==> config.mk <==
export PLATFORM = sky130hd
export DESIGN_NAME = pcs_10g_tx_gearbox
export DESIGN_NICKNAME = d
export VERILOG_FILES = /design/src/rtl/pcs_10g_pkg.sv /design/src/rtl/pcs_10g_tx_hdr_fifo.sv /design/src/rtl/pcs_10g_tx_gearbox.sv
export SDC_FILE = /design/constraint.sdc
export NUM_CORES = 1
export LEC_CHECK = 0
export ABC_AREA = 1
export CORE_MARGIN = 1
export CORE_UTILIZATION = 50
export DETAILED_ROUTE_END_ITERATION = 10
export PLACE_DENSITY = 0.73
export SYNTH_ARGS = -nofsm -noshare
export SYNTH_HDL_FRONTEND = slang
export SYNTH_SLANG_ARGS = --single-unit
==> constraint.sdc <==
create_clock -name clk -period 3.2 [get_ports clk]
set_input_delay 0.32 -clock clk [delete_from_list [all_inputs] [get_ports clk]]
set_output_delay 0.32 -clock clk [all_outputs]
set_load 0.02 [all_outputs]
==> src/rtl/pcs_10g_pkg.sv <==
// Shared widths, sync-header constants and bit-ordering helper for the 10G PCS gearbox.
package pcs_10g_pkg;

  localparam int SERDES_W  = 16;
  localparam int BLOCK_W   = 66;
  localparam int PAYLOAD_W = 64;
  localparam int BUF_W     = 82;
  localparam int CNT_W     = 7;

  typedef logic [1:0] sync_hdr_t;

  localparam sync_hdr_t SH_DATA = 2'b01;
  localparam sync_hdr_t SH_CTRL = 2'b10;

  // Serial order on the wire: header bit 64, header bit 65, then payload bit 0 upward.
  function automatic logic [BLOCK_W-1:0] tx_bit_order(input logic [BLOCK_W-1:0] blk);
    return {blk[PAYLOAD_W-1:0], blk[BLOCK_W-1], blk[BLOCK_W-2]};
  endfunction

endpackage

==> src/rtl/pcs_10g_tx_hdr_fifo.sv <==
// Two-entry FIFO of sync headers awaiting their block's first TX word.
module pcs_10g_tx_hdr_fifo
  import pcs_10g_pkg::*;
(
  input  logic      clk,
  input  logic      rst,
  input  logic      push_i,
  input  sync_hdr_t push_data_i,
  input  logic      pop_i,
  output sync_hdr_t head_o,
  output logic      empty_o
);

  sync_hdr_t  mem_q [2];
  logic       wr_ptr_q;
  logic       rd_ptr_q;
  logic [1:0] count_q;
  logic       push_ok;
  logic       pop_ok;

  assign pop_ok  = pop_i && (count_q != 2'd0);
  assign push_ok = push_i && ((count_q != 2'd2) || pop_ok);
  assign head_o  = mem_q[rd_ptr_q];
  assign empty_o = (count_q == 2'd0);

  always_ff @(posedge clk) begin
    if (rst) begin
      mem_q[0] <= '0;
      mem_q[1] <= '0;
      wr_ptr_q <= 1'b0;
      rd_ptr_q <= 1'b0;
      count_q  <= 2'd0;
    end else begin
      if (push_ok) mem_q[wr_ptr_q] <= push_data_i;
      wr_ptr_q <= wr_ptr_q ^ push_ok;
      rd_ptr_q <= rd_ptr_q ^ pop_ok;
      count_q  <= count_q + {1'b0, push_ok} - {1'b0, pop_ok};
    end
  end

endmodule

==> src/rtl/pcs_10g_tx_gearbox.sv <==
// 10GBASE-R TX gearbox: 66-bit blocks in, 16-bit SERDES words out (bit 0 first).
// Define PCS_TX_SEP_HEADER_EN for separate TXHEADER/TXDATA with an external-gearbox sequence.
module pcs_10g_tx_gearbox
  import pcs_10g_pkg::*;
#(
  parameter int SEQ_MAX          = 32,
  parameter bit UNDERFLOW_STICKY = 1'b0
) (
  input  logic                clk,
  input  logic                rst,
  input  logic [BLOCK_W-1:0]  tx_block,
  input  logic                tx_block_valid,
  output logic                tx_block_ready,
  output logic [SERDES_W-1:0] tx_data,
  output logic                tx_data_valid,
  output logic [1:0]          tx_header,
  output logic                tx_header_valid,
  output logic [5:0]          tx_sequence,
  output logic                tx_underflow
);

  localparam logic [CNT_W-1:0] WORD_BITS = CNT_W'(SERDES_W);

  logic [BUF_W-1:0]    buf_q, buf_d, buf_shifted, load_bits;
  logic [CNT_W-1:0]    cnt_q, cnt_d, post_cnt;
  logic                started_q;
  logic [SERDES_W-1:0] tx_data_q;
  logic                tx_data_valid_q;
  logic                tx_underflow_q;
  logic                emit, pause, ready, accept, underflow_d;

`ifdef PCS_TX_SEP_HEADER_EN
  localparam logic [CNT_W-1:0] LOAD_BITS = CNT_W'(PAYLOAD_W);
  localparam logic [5:0]       SEQ_LAST  = 6'(SEQ_MAX);

  logic [5:0] seq_q, seq_d, tx_seq_q;
  logic [1:0] word_idx_q;
  sync_hdr_t  hdr_q, fifo_head;
  logic       hdr_valid_q, fifo_empty, hdr_pop;

  // Buffer carries payload only; headers travel beside it in the FIFO.
  assign load_bits = {{(BUF_W-PAYLOAD_W){1'b0}}, tx_block[PAYLOAD_W-1:0]};
  assign pause     = started_q && (seq_q == SEQ_LAST);
  assign hdr_pop   = emit && (word_idx_q == 2'd0) && !fifo_empty;
  assign seq_d     = (!started_q || (seq_q == SEQ_LAST)) ? 6'd0 : seq_q + 6'd1;

  pcs_10g_tx_hdr_fifo u_hdr_fifo (
    .clk         (clk),
    .rst         (rst),
    .push_i      (accept),
    .push_data_i (tx_block[BLOCK_W-1:PAYLOAD_W]),
    .pop_i       (hdr_pop),
    .head_o      (fifo_head),
    .empty_o     (fifo_empty)
  );

  always_ff @(posedge clk) begin
    if (rst) begin
      seq_q       <= 6'd0;
      tx_seq_q    <= 6'd0;
      word_idx_q  <= 2'd0;
      hdr_q       <= '0;
      hdr_valid_q <= 1'b0;
    end else begin
      seq_q       <= seq_d;
      tx_seq_q    <= seq_q;
      hdr_valid_q <= hdr_pop;
      hdr_q       <= hdr_pop ? fifo_head : '0;
      if (emit) word_idx_q <= word_idx_q + 2'd1;
    end
  end

  assign tx_header       = hdr_q;
  assign tx_header_valid = hdr_valid_q;
  assign tx_sequence     = tx_seq_q;
`else
  localparam logic [CNT_W-1:0] LOAD_BITS = CNT_W'(BLOCK_W);

  logic unused_seq_cfg;

  assign load_bits       = {{(BUF_W-BLOCK_W){1'b0}}, tx_bit_order(tx_block)};
  assign pause           = 1'b0;
  assign unused_seq_cfg  = (SEQ_MAX > 63);
  assign tx_header       = 2'b00;
  assign tx_header_valid = 1'b0;
  assign tx_sequence     = 6'd0;
`endif

  // Bits above cnt_q are always zero, so a new block can simply be OR-ed in.
  always_comb begin
    emit        = (cnt_q >= WORD_BITS) && !pause;
    post_cnt    = emit ? (cnt_q - WORD_BITS) : cnt_q;
    ready       = (post_cnt <= WORD_BITS);
    accept      = tx_block_valid && ready;
    buf_shifted = emit ? (buf_q >> SERDES_W) : buf_q;
    buf_d       = accept ? (buf_shifted | (load_bits << post_cnt)) : buf_shifted;
    cnt_d       = accept ? (post_cnt + LOAD_BITS) : post_cnt;
    underflow_d = started_q && !emit && !pause;
  end

  always_ff @(posedge clk) begin
    if (rst) begin
      buf_q           <= '0;
      cnt_q           <= '0;
      started_q       <= 1'b0;
      tx_data_q       <= '0;
      tx_data_valid_q <= 1'b0;
      tx_underflow_q  <= 1'b0;
    end else begin
      buf_q           <= buf_d;
      cnt_q           <= cnt_d;
      started_q       <= started_q | accept;
      tx_data_valid_q <= emit;
      tx_underflow_q  <= underflow_d | (UNDERFLOW_STICKY && tx_underflow_q);
      if (emit) tx_data_q <= buf_q[SERDES_W-1:0];
    end
  end

  assign tx_block_ready = ready;
  assign tx_data        = tx_data_q;
  assign tx_data_valid  = tx_data_valid_q;
  assign tx_underflow   = tx_underflow_q;

endmodule

==> metrics.cfg <==
[floorplanning]
io_pins = 97
die_h_um = 125
rows = 44
start_util_pct = 51.8
die_x_um = 125
die_area_um2 = 15700
core_um2 = 14700

[logic_synthesis]
post-synth-top-count-cell = nand2_1
avgSynthCellArea_um2 = 5.86
synthCells = 1299
synth-edff-count = 0
ys.flop_type = dfxtp_1
synth_top_area_share_pct = 28.1
yosys.area.top_type = dfxtp_1
yosys-top-cells-area = dfxtp_1 (28%), nand2_1 (22%), nand3_1 (19%)
yosys_warnings = 0
ys_seq_area_share_pct = 28.1
syn_area_um2 = 7620
async_reset_ff_share_pct = 0
ys_top_cells_by_count = nand2_1 (443), nand3_1 (283), dfxtp_1 (107), a21oi_1 (82), o21ai_0 (72)
synth_cell_types = 35
synth_seq_cells = 107

[setup_path]
critPathLaunchType = flip-flop
cp.required_ns = 2.88
crit_top_cell = inv_1
cpLargestDelayFamily = buffers and inverters
r2r-end = buf_q[55]
startpoint = cnt_q[4]
worst-path-buf-inv = 4
cp.depth = 8
cp.arrival_ns = 2.47
crit_chain = inv_1 -> ha_1 -> xor2_1 -> o21ai_4 -> buf_4 -> nand2_1 -> inv_1 -> clkdlybuf4s50_1
reg2reg_slack_ns = 0.63
worstSetupEndpoint = tx_block_ready
reg2regPathDepth = 12
worst_path_max_delay_cell = clkdlybuf4s50_1
critPathCaptureType = output pin
crit_fanout = 13
max_stage_delay_ns = 0.61
r2r-start = cnt_q[4]
path_class = reg2out

[timing]
finalCritPeriodShare_pct = 87.0
slew_violations = 0
worst_pin_slew_ns = 1.08
setup_viol_count_final = 0
rsz0062_at_grt = no
fin_worst_skew_ns = 0.00926
hold_viol = 0
relSlewSlack_pct = 28.0
fmax_mhz = 359
setup_ws_ns = 0.415
period_needed_ns = 2.79
tns_ns = 0

[detailed_routing]
drt-total-wl_um = 25200
drc = 14
vias = 8631
drt-initial-drc-count = 1000
drt-wirelength-per-cell_um = 16.8
vias_per_cell = 5.74
postRouteAntennaNets = 0
dr.pass1.iters = 9

[cts]
cts_root_buffer = clkbuf_16
cts_max_level = 3
post_cts_buffers = 0
ctsResizeCount = 0
cts_buffer_depth = 2
cts_hold_buf = 0
clk_latency_ns = 0.35
clock_sinks = 107
clk_pin_slew_ns = 0.08
cts_tree = done
numCtsBuffers = 9

[worst_hold_path]
hp-class = reg2reg
min_from = tx_data[3]

[global_route]
overflow = 0
grt_antenna_before_repair = 0
grt_max_degree = 108
grt_pass1_vias = 7636
grt_pass1_wl_um = 40400
track_usage_pct = 32.5

[pwr]
leakagePower_nw = 3.64
net-switching-power_mw = 5.12
power.density_nw_per_um2 = 1090
p_int_mw = 4.34
switching_share_pct = 54.1
clockPowerShare_pct = 12.1
power.total_mw = 9.46
power_frac_seq_pct = 21.8
power_frac_comb_pct = 66.1
ir_worst_vdd_v = 0.00116

[finish]
diodes = 0
finalNetCount = 1387
fin_util_pct = 59.0
area_growth_pct = 13.9
layout-drive-gt1-share_pct = 4.25

[placed_design]
numPortBuffers = 87
dp_hpwl_um = 18100
dp_slack_ns = 0.672
place.gp.congestion = 0.992

[flow_run]
maxCapViolCount = 0

[outcome]
status = finished, violations left
violations = design-rule violations

metrics by stage:
stage / instance area (um2) / hold WS, ns / instances
floorplan: 7650 / 0.424 / 1307
global placement: 8370 / 0.449 / 1487
detailed placement: 8370 / 0.454 / 1487
CTS: 8680 / 0.465 / 1503
global route: 8680 / 0.483 / 1503
finish: 8680 / 0.462 / 1503
state kept, by name (all words and copies together), names as in the netlist:
signal and count:
buf_q 82, tx_data 16, cnt_q 6, started_q 1
tx_data_valid 1, tx_underflow 1
cell usage in the layout, fill, tap and decap left out, types with 4 or more instances in the layout:
cell and count:
a21oi_1 82, a31oi_1 26, and2_1 5, buf_4 20
clkbuf_16 9, clkdlybuf4s50_1 86, conb_1 9, dfxtp_1 104
ha_1 4, inv_1 46, mux2i_1 4, nand2_1 442
nand3_1 283, nand4_1 7, nor2_1 63, nor3_1 5
o211ai_1 17, o21ai_0 72, o21ai_1 4
kinds of logic after synthesis:
family,Yosys count,synth area share [%]
AND/OR/NAND/NOR,815,46.0
AO/OA/AOI/OAI,205,14.8
buffers and inverters,162,9.74
flip-flops,107,28.1
adder cells (fa/ha/maj),4,0.657
multiplexers,4,0.526
other,1,0.0492
XOR/XNOR,1,0.115
power groups by stage:
stage	sequential (mW)	clock, mW	combinational, mW
3_5_place_dp	2.09	0	6.13
5_1_grt	2.12	1.20	6.91
2_1_floorplan	2.09	0	4.47
4_1_cts	2.06	1.15	6.16
3_3_place_gp	2.08	0	6.08
6_report	2.06	1.14	6.26
worst min-delay path, stage by stage, from the launching register on:
cell	delay, ns
dfxtp_1	0.31
nand2_1	0.06
a21oi_1	0.05
how the worst min path moves through the flow:
stage                         to  slack [ns]  depth (start not counted)
finish                tx_data[3]        0.46                          2
global placement      tx_data[3]        0.45                          2
global route          tx_data[0]        0.48                          2
detailed placement    tx_data[2]        0.45                          2
CTS                   tx_data[7]        0.46                          2
floorplan           tx_underflow        0.42                          2
layer usage:
metal	vias up	wire, um	part of all wire (%)	GRT usage [%]
li1	4346	-	-	-
met1	3891	10700	43	40.6
met2	324	11800	47	53.9
met3	70	1370	5.4	5.13
met4	0	1300	5.2	16.8
met5	-	0	0	0
area by class of cell:
cell class                      instances  area (um2)
Fill cell                            1490        6020
Timing Repair Buffer                  107        1030
Sequential cell                       107        2150
Multi-Input combinational cell       1038        4770
Clock buffer                            9         225
Inverter                               51         194
Clock inverter                          7        86.3
Tap cell                              184         230
No activity file was read; power rests on OpenSTA's default activity.
